===== src/rtl/demux_pkg.sv =====
// Shared types and constants for the 4-channel TDM demultiplexer.
// Imported by the slot counter and the top level.
package demux_pkg;

  localparam int NUM_CH = 4;
  localparam int SLOT_W = 2;

  typedef enum logic {
    IDLE    = 1'b0,
    COLLECT = 1'b1
  } state_e;

endpackage


===== src/rtl/demux_slot_ctr.sv =====
// Modulo-4 slot index with load-to-1, increment and clear controls.
// last_slot_o flags the final slot of a frame.
module demux_slot_ctr
  import demux_pkg::*;
(
  input  logic              clk,
  input  logic              rst_n,
  input  logic              load1_i,
  input  logic              inc_i,
  input  logic              clr_i,
  output logic [SLOT_W-1:0] slot_o,
  output logic              last_slot_o
);

  logic [SLOT_W-1:0] cnt_q;
  logic [SLOT_W-1:0] cnt_d;

  always_comb begin
    cnt_d = cnt_q;
    unique case (1'b1)
      clr_i:   cnt_d = '0;
      load1_i: cnt_d = SLOT_W'(1);
      inc_i:   cnt_d = cnt_q + SLOT_W'(1);
      default: cnt_d = cnt_q;
    endcase
  end

  always_ff @(posedge clk or negedge rst_n) begin
    if (!rst_n) begin
      cnt_q <= '0;
    end else begin
      cnt_q <= cnt_d;
    end
  end

  assign slot_o      = cnt_q;
  assign last_slot_o = (cnt_q == SLOT_W'(NUM_CH - 1));

endmodule


===== src/rtl/demux4_tdm.sv =====
// Time-division 1-to-4 demultiplexer with atomic frame commit.
// Slots 0..2 are staged in shadow registers; slot 3 goes straight to y.
module demux4_tdm
  import demux_pkg::*;
#(
  parameter int WIDTH = 4
) (
  input  logic                    clk,
  input  logic                    rst_n,
  input  logic                    in_valid,
  input  logic                    frame_start,
  input  logic [WIDTH-1:0]        din,
  output logic [NUM_CH*WIDTH-1:0] y,
  output logic                    frame_valid,
  output logic [SLOT_W-1:0]       slot,
  output logic                    sync_err
);

  state_e state_q;
  state_e state_d;

  logic [WIDTH-1:0]        shadow_q [NUM_CH-1];
  logic [NUM_CH*WIDTH-1:0] y_q;
  logic                    fv_q;
  logic                    fv_d;
  logic                    se_q;
  logic                    se_d;

  logic              ld1;
  logic              inc;
  logic              clr;
  logic              sh_we;
  logic [SLOT_W-1:0] sh_idx;
  logic              commit;
  logic              last_slot;

  demux_slot_ctr u_slot_ctr (
    .clk         (clk),
    .rst_n       (rst_n),
    .load1_i     (ld1),
    .inc_i       (inc),
    .clr_i       (clr),
    .slot_o      (slot),
    .last_slot_o (last_slot)
  );

  always_comb begin
    state_d = state_q;
    ld1     = 1'b0;
    inc     = 1'b0;
    clr     = 1'b0;
    sh_we   = 1'b0;
    sh_idx  = slot;
    commit  = 1'b0;
    fv_d    = 1'b0;
    se_d    = 1'b0;
    if (in_valid) begin
      unique case (state_q)
        IDLE: begin
          if (frame_start) begin
            ld1     = 1'b1;
            sh_we   = 1'b1;
            sh_idx  = '0;
            state_d = COLLECT;
          end else begin
            se_d = 1'b1;
          end
        end
        COLLECT: begin
          if (frame_start) begin
            // Early restart: drop the partial frame, this sample is slot 0
            se_d   = 1'b1;
            ld1    = 1'b1;
            sh_we  = 1'b1;
            sh_idx = '0;
          end else if (last_slot) begin
            commit  = 1'b1;
            clr     = 1'b1;
            fv_d    = 1'b1;
            state_d = IDLE;
          end else begin
            inc   = 1'b1;
            sh_we = 1'b1;
          end
        end
        default: state_d = IDLE;
      endcase
    end
  end

  always_ff @(posedge clk or negedge rst_n) begin
    if (!rst_n) begin
      state_q <= IDLE;
      y_q     <= '0;
      fv_q    <= 1'b0;
      se_q    <= 1'b0;
      for (int k = 0; k < NUM_CH - 1; k++) begin
        shadow_q[k] <= '0;
      end
    end else begin
      state_q <= state_d;
      fv_q    <= fv_d;
      se_q    <= se_d;
      for (int k = 0; k < NUM_CH - 1; k++) begin
        if (sh_we && sh_idx == SLOT_W'(k)) begin
          shadow_q[k] <= din;
        end
      end
      if (commit) begin
        for (int k = 0; k < NUM_CH - 1; k++) begin
          y_q[k*WIDTH +: WIDTH] <= shadow_q[k];
        end
        y_q[(NUM_CH-1)*WIDTH +: WIDTH] <= din;
      end
    end
  end

  assign y           = y_q;
  assign frame_valid = fv_q;
  assign sync_err    = se_q;

endmodule


===== config.mk =====
export PLATFORM = sky130hd
export DESIGN_NAME = demux4_tdm
export DESIGN_NICKNAME = d
export VERILOG_FILES = /design/src/rtl/demux_pkg.sv /design/src/rtl/demux_slot_ctr.sv /design/src/rtl/demux4_tdm.sv
export SDC_FILE = /design/constraint.sdc
export NUM_CORES = 1
export LEC_CHECK = 0
export CAP_MARGIN = 25
export CELL_PAD_IN_SITES_DETAIL_PLACEMENT = 0
export CELL_PAD_IN_SITES_GLOBAL_PLACEMENT = 1
export CORE_MARGIN = 3
export CORE_UTILIZATION = 44
export CTS_CLUSTER_DIAMETER = 40
export DETAILED_ROUTE_END_ITERATION = 16
export PLACE_DENSITY = 0.88
export SYNTH_ARGS = -nofsm -noshare
export SYNTH_HDL_FRONTEND = slang
export SYNTH_SLANG_ARGS = --single-unit

===== constraint.sdc =====
create_clock -name clk -period 4.4 [get_ports clk]
set_input_delay 1.32 -clock clk [delete_from_list [all_inputs] [get_ports clk]]
set_output_delay 1.32 -clock clk [all_outputs]
set_load 0.1 [all_outputs]

# Yosys cells after proc, flatten, opt, wreduce, memory -nomap -nowiden
# Cells that the tools add are included.
# totals
ff_bits	33
out_inout_bits	20
wordCells	37
# op_classes
n_addsub	1
n_eq_ne	3
muxes	19
bitwise	1
reduce_logical	5
# op_table
op	count
$mux 1	14
$pmux 2 s3	1
$eq 2x2->1 const B	2
$mux 2	2
$pmux 1 s2	2
$logic_and 1x1->1	3
$reduce_bool 3->1	1
$add 2x1->2 const B	1
$eq 2x1->1 const B	1
$logic_not 2->1	1
$not 1->1	1

# Longest topological paths before layout
# logic_depth
depth_word	6
ltp_mapped	4
mapped_depth_nobuf	4

# Cells and area by module
# Synthesis repeated with hierarchy kept, for this count alone.
# hier_totals
cells_unflattened	81
hier_area_um2	1381.3
# by_module_without_submodules
mod	n_inst	cells_per_inst	area_each_um2	seq_area_each_um2
demux4_tdm	1	72	1275.0	775.7
demux_slot_ctr	1	9	106.4	50.0

# Worst setup path after synthesis
# OpenSTA, ideal clock, no wires.
# synth_path
path_type	register -> output
start	register u_slot_ctr.cnt_q[0], in the netlist u_slot_ctr.slot_o[0]
end	output port slot[0]
arrival_time_ns	0.960
required_ns	3.080
setup_slack_ns	2.120
path_stages_with_launch	1
path_buffers	0
cell_sequence	dfrtp_1
# synth_lines
item	line_no	source
from (decl)	demux_slot_ctr.sv:15	logic [SLOT_W-1:0] cnt_q;
from (signal assigned)	demux_slot_ctr.sv:32	cnt_q <= cnt_d;
to (decl)	demux4_tdm.sv:15	output logic [SLOT_W-1:0] slot,
# No word-level cell between the ends.

# Worst setup path in the final report
# layout_path
start	register u_slot_ctr.cnt_q[1], in the netlist u_slot_ctr.slot_o[1]
end	output port slot[1]
# No word-level cell between the ends.

==> qor.csv <==
metric,value,unit
cp_top_family,buffers and inverters,
cts_root_buf,clkbuf_4,
dieArea,3710,um2
cts_tree,done,
remaining_drc_errors,0,
nets,126,
core-area,2810,um2
grt_max_degree,34,
drive_above_1_share,30.5,%
rsz0062_at_grt,no,
synth-seq-cells,33,
io_buffers,27,
dp_slack,1.49,ns
final_area,1680,um2
globalplace.congestion,0.676,
rrSetupSlack,2.65,ns
antenna_found_initial,0,
cp_num_cells,1,
syn2layout_area_growth,26.7,%
hold_buffers,0,
worst-setup-path-type,reg -> out,
status,finished clean,
r2r-start,u_slot_ctr.slot_o[1],
ios,28,
ff2ff_path_depth,4,
wire_per_inst,14.8,um
drv_cap,0,
cts_resized,0,
dieHeight,60.9,um
cts_sinks,33,
num_antenna_cells,0,
postRouteAntennaNets,0,
grt_pass1_wl,3610,um
synthTopCellsByArea,"dfrtp_1 62%, mux2_2 16%, mux2_4 10%",
yosys_warnings,0,
min_path_type,reg -> reg,
initial_core_util,47.3,%
endpoint,slot[1],
fill_cells,236,
cp_cell_sequence,clkdlybuf4s50_1,
cp_data_required_time,3.08,ns
cts_buffers,5,
fin_setup_tns,0,ns
wirelength,2210,um
slew_headroom,34.3,%
cts_max_path_buffers,2,
synth_edf_count,0,
h-tree-depth,2,
yosysTopAreaCell,dfrtp_1,
skew,0.00447,ns
synth_seq_area_share,62.3,%
cp_slowest_cell,clkdlybuf4s50_1,
utilization,59.9,%
fin_crit_sh,74.3,%
chipWidth,60.9,um
synth.avg_cell_area,16.0,um2
ys.flop_type,dfrtp_1,
avgViaCountPerCell,5.26,
worstSetupEndpointType,output port,
setup_viol,0,
postPlaceCellArea,1630,um2
async_flop_share,100,%
syn_inst,83,
firstDrtPassIters,3,
clk_pin_slew,0.09,ns
grt_pass1_vias,764,
drtIter0Drc,15,
critPathLaunchType,flip-flop,
grt.overflow.total,0,
synth_nets,92,
worst-path-buf-inv,1,
grt_usage,14.2,%
rr_endpoint,shadow_q[10],
num_rows,19,
fmax,0.306,GHz
critPathMaxStageDelay,1.17,ns
dp_hpwl,1560,um
synth.cell_area,1330,um2
clock_latency,0.33,ns
worst-endpoint-arrival,1.95,ns
synth.distinct_cells,19,
cp-startpoint,u_slot_ctr.slot_o[1],
hold_viol_final,0,
vias,783,
hold_depth,1,
synth_top_area_share,62.3,%
tightest_slew,0.982,ns
path_max_fanout,6,
post_cts_buffers,0,
final.setup.worst_slack,1.13,ns
drv_slew,0,
period_minus_slack,3.27,ns
layout make-up:
cell class / count / area (um2) / share of cell area, %
multi-input cells: 46 / 478 / 28.4
repair buffers: 28 / 278 / 16.5
clock buffers: 8 / 48.8 / 2.90
well taps: 31 / 38.8 / 2.31
inverters: 3 / 11.3 / 0.670
flip-flops and latches: 33 / 826 / 49.1
cells in the mapped netlist (2+ instances only):
cell type  count
a22o_1         2
mux2_4         9
nand3_1        2
inv_1          3
nor2_1         2
dfrtp_1       33
nand2_1        2
mux2_2        19
registers in the layout (all words and copies together), names as in the netlist:
signal and flops:
y 16, shadow_q 12, u_slot_ctr.slot_o 2, frame_valid 1
state_q 1, sync_err 1
metal layers:
layer | track usage [%] | vias to the layer above | part of all wire (%)
li1 | - | 367 | -
met1 | 17.6 | 384 | 45
met2 | 20.2 | 25 | 45
met3 | 8.72 | 7 | 7.6
met4 | 5.57 | 0 | 1.8
met5 | 0 | - | 0
worst min path at each step:
stage           startpoint           to  slack, ns
6_report       shadow_q[9]  shadow_q[9]       0.51
5_1_grt        shadow_q[8]  shadow_q[8]       0.53
4_1_cts        shadow_q[9]  shadow_q[9]       0.51
3_5_place_dp   shadow_q[9]         y[1]       0.49
3_3_place_gp   shadow_q[9]         y[1]       0.48
2_1_floorplan  shadow_q[8]         y[0]       0.47
stage by stage:
step | std cells | hold slack [ns]
final | 149 | 0.509
after global placement | 141 | 0.481
after global routing | 149 | 0.527
after CTS | 149 | 0.510
after floorplan | 83 | 0.475
after detailed placement | 141 | 0.488
cells in the final DEF, fill, tap and decap left out, types with 2 or more instances in the layout:
cell type        instances
clkdlybuf4s50_1         27
dfrtp_1                 33
a22o_1                   2
nand2_1                  2
clkbuf_4                 5
clkbuf_1                 3
nand3_1                  2
mux2_4                   9
nor2_1                   2
inv_1                    3
mux2_2                  19
logic make-up (layout without fill, tap and decap cells):
group	after synthesis	after routing	share of synthesized area (%)
fa+ha+maj	1	1	0.943
buf+inv	4	39	1.70
simple gates	10	10	4.62
flops	33	33	62.3
compound gates	6	6	3.49
mux	28	28	26.3
xor+xnor	1	1	0.660
Power is not shown: default switching activity piles up to over one toggle a cycle in this logic, so the estimate is an artifact.
